<file path="config.mk">
export PLATFORM = sky130hd
export DESIGN_NAME = wb_regfile
export DESIGN_NICKNAME = d
export VERILOG_FILES = /design/src/rtl/wb_regfile.sv
export SDC_FILE = /design/constraint.sdc
export NUM_CORES = 2
export LEC_CHECK = 0
export BUFFER_PORTS_ARGS = -buffer_cell sky130_fd_sc_hd__buf_2
export CAP_MARGIN = 20
export CORE_MARGIN = 10
export CORE_UTILIZATION = 57
export CTS_BUF_LIST = sky130_fd_sc_hd__clkbuf_16
export DETAILED_ROUTE_END_ITERATION = 8
export GPL_ROUTABILITY_DRIVEN = 0
export PLACE_DENSITY = 0.74
export SLEW_MARGIN = 30
export SYNTH_ARGS = -nofsm -noshare
export SYNTH_HDL_FRONTEND = slang
export SYNTH_SLANG_ARGS = --single-unit
</file>
<file path="constraint.sdc">
create_clock -name clk_i -period 38.1 [get_ports clk_i]
set_clock_uncertainty 0.15 [all_clocks]
set_input_delay 1.905 -clock clk_i [delete_from_list [all_inputs] [get_ports clk_i]]
set_output_delay 1.905 -clock clk_i [all_outputs]
set_load 0.03 [all_outputs]
</file>
<file path="src/rtl/wb_regfile.sv">
// Writeback stage register file: selects the writeback value, commits it to a
// 2**ADDR_WIDTH entry GPR file, and serves two ID read ports with write-through bypass.
module wb_regfile #(
  parameter int unsigned DATA_WIDTH = 32,
  parameter int unsigned ADDR_WIDTH = 5,
  parameter int unsigned CNT_WIDTH  = 16
) (
  input  logic                  clk_i,
  input  logic                  rst_i,
  input  logic                  RegWrite_i,
  input  logic                  MemtoReg_i,
  input  logic [DATA_WIDTH-1:0] dataMem_data_i,
  input  logic [DATA_WIDTH-1:0] ALU_result_i,
  input  logic [ADDR_WIDTH-1:0] RDaddr_i,
  input  logic [ADDR_WIDTH-1:0] RSaddr_i,
  input  logic [ADDR_WIDTH-1:0] RTaddr_i,
  output logic [DATA_WIDTH-1:0] RSdata_o,
  output logic [DATA_WIDTH-1:0] RTdata_o,
  output logic [DATA_WIDTH-1:0] WBdata_o,
  output logic                  WBvalid_o,
  output logic [CNT_WIDTH-1:0]  wb_count_o
);

  localparam int unsigned DEPTH = 2 ** ADDR_WIDTH;

  logic [DATA_WIDTH-1:0] r_regs [DEPTH];
  logic [CNT_WIDTH-1:0]  r_count;
  logic                  w_wr_en;

  assign WBdata_o   = MemtoReg_i ? dataMem_data_i : ALU_result_i;
  // RegWrite_i gates the compare so X addresses cannot leak in when idle
  assign w_wr_en    = RegWrite_i && (RDaddr_i != '0);
  assign WBvalid_o  = w_wr_en;
  assign wb_count_o = r_count;

  always_ff @(posedge clk_i or posedge rst_i) begin
    if (rst_i) begin
      for (int unsigned i = 0; i < DEPTH; i++) begin
        r_regs[i] <= '0;
      end
      r_count <= '0;
    end else if (w_wr_en) begin
      r_regs[RDaddr_i] <= WBdata_o;
      r_count          <= r_count + CNT_WIDTH'(1);
    end
  end

  // Read port 1: r0 and reset force zero, otherwise bypass or stored value
  always_comb begin
    RSdata_o = '0;
    if (!rst_i && (RSaddr_i != '0)) begin
      if (w_wr_en && (RSaddr_i == RDaddr_i)) begin
        RSdata_o = WBdata_o;
      end else begin
        RSdata_o = r_regs[RSaddr_i];
      end
    end
  end

  always_comb begin
    RTdata_o = '0;
    if (!rst_i && (RTaddr_i != '0)) begin
      if (w_wr_en && (RTaddr_i == RDaddr_i)) begin
        RTdata_o = WBdata_o;
      end else begin
        RTdata_o = r_regs[RTaddr_i];
      end
    end
  end

endmodule

</file>
==> results_tabular.tex <==
\begin{tabular}{lr}
\hline
Metric & Value \\
\hline
\multicolumn{2}{l}{\textbf{Outcome}} \\
Result of the run & finished clean \\
\multicolumn{2}{l}{\textbf{Route}} \\
Drt first-iter violations & 5183 \\
Remaining number of nets flagged by the antenna check after routing & 0 \\
Post-route DRC & 0 \\
Count of vias placed by the detailed router & 42800 \\
Total wirelength of the detailed-routed design & 173 mm \\
Detailed-routing iteration count for the pre-antenna-repair pass & 6 \\
Average detailed-routed wire length per instance & 27.4 um \\
Average via count per standard cell & 6.81 \\
\multicolumn{2}{l}{\textbf{Setup path}} \\
Worst setup path startpoint & RTaddr\_i[0] \\
Capture point of the worst reg-to-reg path & wb\_count\_o[8] \\
Critical R2R Launch & wb\_count\_o[0] \\
Crit path max fanout & 77 \\
Kind of start point of the critical path & primary input \\
Number of cells traversed by the worst register-to-register path & 4 \\
Most used cell, CP & sky130\_fd\_sc\_hd\_\_buf\_4 \\
CP arrival & 6.72 ns \\
Worst endpoint required time & 36.04 ns \\
Register-to-register path setup slack & 36.44 ns \\
Crit path largest cell delay & 0.84 ns \\
Crit end category & output port \\
Type of the worst setup path & in -> out \\
Slowest CP cell & sky130\_fd\_sc\_hd\_\_buf\_4 \\
Critical-path cell list & buf\_8, buf\_4, buf\_4, buf\_4, mux4\_2, mux2i\_1, nand2\_1, o21ai\_0, o221ai\_1, buf\_2 \\
\multicolumn{2}{l}{\textbf{Timing}} \\
Hold Violations, Final & 0 \\
RSZ-0062 raised after global routing & no \\
Total negative slack for setup checks & 0 ns \\
Final setup violation count & 0 \\
Tightest slew margin relative to the limit & 0.275 \\
Final period util & 0.230 \\
Fmax & 114 MHz \\
Shortest clock period the worst path allows after layout & 8.78 ns \\
Worst-Margin Slew & 1.08 ns \\
Final slew viol count & 0 \\
\multicolumn{2}{l}{\textbf{Clock tree}} \\
CTS tree & built \\
Buffer depth of the longest clock path & 3 \\
H-tree depth & 3 \\
Post-CTS Hold Buffers & 0 \\
Library cell used as clock root buffer & sky130\_fd\_sc\_hd\_\_clkbuf\_16 \\
Gates resized, CTS repair & 0 \\
Post-CTS Setup Inserts & 0 \\
Count of clock tree sinks & 1040 \\
Worst-skew pair later-pin latency & 0.67 ns \\
Cts bufs inserted & 107 \\
CTS clk-pin slew, worst paths & 0.06 ns \\
\multicolumn{2}{l}{\textbf{Pwr}} \\
Switching power summed over all nets & 1000 uW \\
Clock share of power & 0.323 \\
Worst IR Drop VDD & 0.0358 mV \\
Combinational power share & 0.216 \\
Sequential Power Share & 0.461 \\
Switching Share & 0.306 \\
LEAKAGE & 0.0263 uW \\
Power per Cell Area & 54.9 nW/um2 \\
Internal Power & 2280 uW \\
\multicolumn{2}{l}{\textbf{Run}} \\
Count of max-cap constraint violations & 0 \\
\multicolumn{2}{l}{\textbf{Floorplan}} \\
Y dimension of the die & 329 um \\
Total Die Area & 108000 um2 \\
Number of placement rows & 113 \\
Width of the die & 329 um \\
Placeable Area & 95000 um2 \\
Number of top-level pins & 196 \\
Effective utilization at floorplan & 0.574 \\
\multicolumn{2}{l}{\textbf{Global routing}} \\
Pin count of the biggest net entering global routing & 145 \\
Remaining global-route overflow & 0 \\
Initial antenna violation count & 6 \\
First-pass GRT wire length & 262 mm \\
Vias in the first global route & 42400 \\
Global-route usage over all layers & 0.316 \\
\multicolumn{2}{l}{\textbf{Placement}} \\
Final HPWL from detailed placement & 96.1 mm \\
DP Area & 56200 um2 \\
Number of port buffers & 195 \\
\multicolumn{2}{l}{\textbf{Yosys}} \\
Yosys Warn Count & 0 \\
Number of distinct library cell variants in the gate-level netlist after synthesis & 55 \\
Syn avg cell area & 10.8 um2 \\
Cell type with the largest total area after synthesis & sky130\_fd\_sc\_hd\_\_dfrtp\_1 \\
Biggest area contributors in the synthesized netlist & sky130\_fd\_sc\_hd\_\_dfrtp\_1, sky130\_fd\_sc\_hd\_\_mux4\_2, sky130\_fd\_sc\_hd\_\_mux2i\_1 \\
Net count after synthesis & 5151 \\
Dominant synthesized flop cell & sky130\_fd\_sc\_hd\_\_dfrtp\_1 \\
Proportion of register bits with asynchronous set or reset after synthesis & 1.00 \\
Share of Yosys cell area claimed by the top area cell type & 0.477 \\
EDFF count, synth & 0 \\
Proportion of synthesized chip area in sequential cells & 0.477 \\
Post-synth design cell area & 54500 um2 \\
Gate count of the mapped netlist & 5067 \\
Yosys reg bits & 1040 \\
\multicolumn{2}{l}{\textbf{Cells and area}} \\
Area added between synthesis and finish & 9.61\% \\
Layout filler cell count & 7364 \\
Number of nets in the finished design & 5016 \\
Fraction of layout cells with a size suffix above 1 & 0.188 \\
Cell area after layout & 59700 um2 \\
\multicolumn{2}{l}{\textbf{Hold path}} \\
Cells on Worst Hold Path & 0 \\
Hold path endpoint & r\_regs[993] \\
Worst min path class & reg -> reg \\
Hold\_sp & r\_regs[993] \\
\hline
\end{tabular}
==> state kept, by name, summed over array words and instances, names as in the netlist <==
name        count
r_regs       1024
wb_count_o     16
==> how the worst max path moves through the flow <==
stage	endpoint	slack (ns)	depth (start not counted)
3_3_place_gp	RTdata_o[8]	29.33	10
6_report	RTdata_o[8]	29.32	10
5_1_grt	RTdata_o[8]	29.05	10
2_1_floorplan	r_regs[0]	6.70	1
3_5_place_dp	RTdata_o[8]	29.31	10
4_1_cts	RTdata_o[8]	29.31	10
==> stage by stage <==
stage	utilization	instances	setup WS, ns	hold WS, ns	total power (uW)
floorplan	-	5067	6.70	0.291	2030
CTS	0.628	6286	29.31	0.246	3270
finish	0.629	6288	29.32	0.244	3280
global route	0.629	6287	29.05	0.256	3430
detailed placement	0.591	6087	29.31	0.233	2220
global placement	0.589	6080	29.33	0.227	2180
==> synth_stat cells, types with 2 or more instances <==
master / count
sky130_fd_sc_hd__dfrtp_1: 1040
sky130_fd_sc_hd__nand2_1: 663
sky130_fd_sc_hd__o21ai_0: 616
sky130_fd_sc_hd__a21oi_1: 450
sky130_fd_sc_hd__nor2_1: 406
sky130_fd_sc_hd__clkbuf_1: 382
sky130_fd_sc_hd__mux4_2: 371
sky130_fd_sc_hd__mux2i_1: 358
sky130_fd_sc_hd__a221oi_1: 140
sky130_fd_sc_hd__buf_2: 117
sky130_fd_sc_hd__a22oi_1: 64
sky130_fd_sc_hd__o21bai_1: 64
sky130_fd_sc_hd__mux2_2: 39
sky130_fd_sc_hd__inv_1: 36
sky130_fd_sc_hd__nor2b_1: 34
sky130_fd_sc_hd__a211oi_1: 32
sky130_fd_sc_hd__a221o_1: 32
sky130_fd_sc_hd__o221ai_1: 32
sky130_fd_sc_hd__a21o_1: 31
sky130_fd_sc_hd__buf_4: 25
sky130_fd_sc_hd__xnor2_1: 20
sky130_fd_sc_hd__buf_1: 17
sky130_fd_sc_hd__o21ai_1: 17
sky130_fd_sc_hd__and3_1: 10
sky130_fd_sc_hd__nand3_1: 10
sky130_fd_sc_hd__o22ai_1: 7
sky130_fd_sc_hd__buf_6: 5
sky130_fd_sc_hd__xor2_1: 5
sky130_fd_sc_hd__nand3b_1: 4
sky130_fd_sc_hd__nand2b_1: 3
sky130_fd_sc_hd__nand4_1: 3
sky130_fd_sc_hd__nand4b_1: 3
sky130_fd_sc_hd__nor2_2: 3
sky130_fd_sc_hd__nor3b_1: 3
sky130_fd_sc_hd__and3b_1: 2
sky130_fd_sc_hd__and4_1: 2
sky130_fd_sc_hd__nor3_1: 2
sky130_fd_sc_hd__o311ai_1: 2
==> cell usage in the layout, fill, tap and decap left out, drive strengths merged, types with 3 or more instances in the layout <==
master and instances:
xnor2 20, mux4 371, a21oi 451, o21bai 64
mux2 39, buf 303, a221oi 140, nor3 3
o21ai 633, nand4 3, o221ai 32, dfrtp 1040
clkinv 56, and3 10, nand3b 4, clkinvlp 3
bufinv 12, o22ai 7, nor3b 3, a221o 32
nand4b 3, nor2 409, clkbuf 111, nor2b 34
nand2b 3, mux2i 358, nand3 10, a211oi 32
a21o 31, nand2 663, inv 55, a22oi 64
xor2 5
==> worst max-delay path: cells and delay by family <==
family	cells	cell delay, ns
AOI/OAI and AO/OA	2	0.48
buffers and inverters	5	3.32
muxes	2	0.75
and+or+nand+nor	1	0.06
==> kinds of logic after synthesis <==
| family | after synthesis | share of synthesized area |
|---|---|---|
| XOR/XNOR | 25 | 0.00402 |
| AO/OA/AOI/OAI | 1493 | 0.162 |
| multiplexers | 768 | 0.227 |
| flip-flops | 1040 | 0.477 |
| AND/OR/NAND/NOR | 1155 | 0.0842 |
| adder cells (fa/ha/maj) | 1 | 0.000230 |
| buffers and inverters | 585 | 0.0454 |
==> power by group through the flow <==
stage / registers, uW / clock network [uW] / logic (uW)
global route: 1540 / 1110 / 782
finish: 1510 / 1060 / 709
detailed placement: 1520 / 0 / 701
floorplan: 1480 / 0 / 548
CTS: 1500 / 1060 / 705
global placement: 1500 / 0 / 675
==> routing by layer <==
layer | vias to the layer above | GRT usage | wire, um
met3 | 508 | 0.0782 | 19600
met4 | 6 | 0.144 | 8470
met1 | 21600 | 0.434 | 67300
met2 | 2483 | 0.475 | 77100
met5 | - | 0 | 40
li1 | 18200 | - | -
==> final cells by class <==
| cell class | count | area [um2] | area share |
|---|---|---|---|
| repair buffers | 303 | 2010 | 0.0337 |
| flip-flops and latches | 1040 | 26000 | 0.436 |
| multi-input cells | 3442 | 26500 | 0.443 |
| well taps | 1265 | 1580 | 0.0265 |
| diodes | 1 | 2.50 | 0.0000419 |
| clock inverters | 88 | 699 | 0.0117 |
| clock buffers | 111 | 2780 | 0.0465 |
| inverters | 38 | 163 | 0.00272 |
Note: power is estimated with default switching activity, not from simulation.
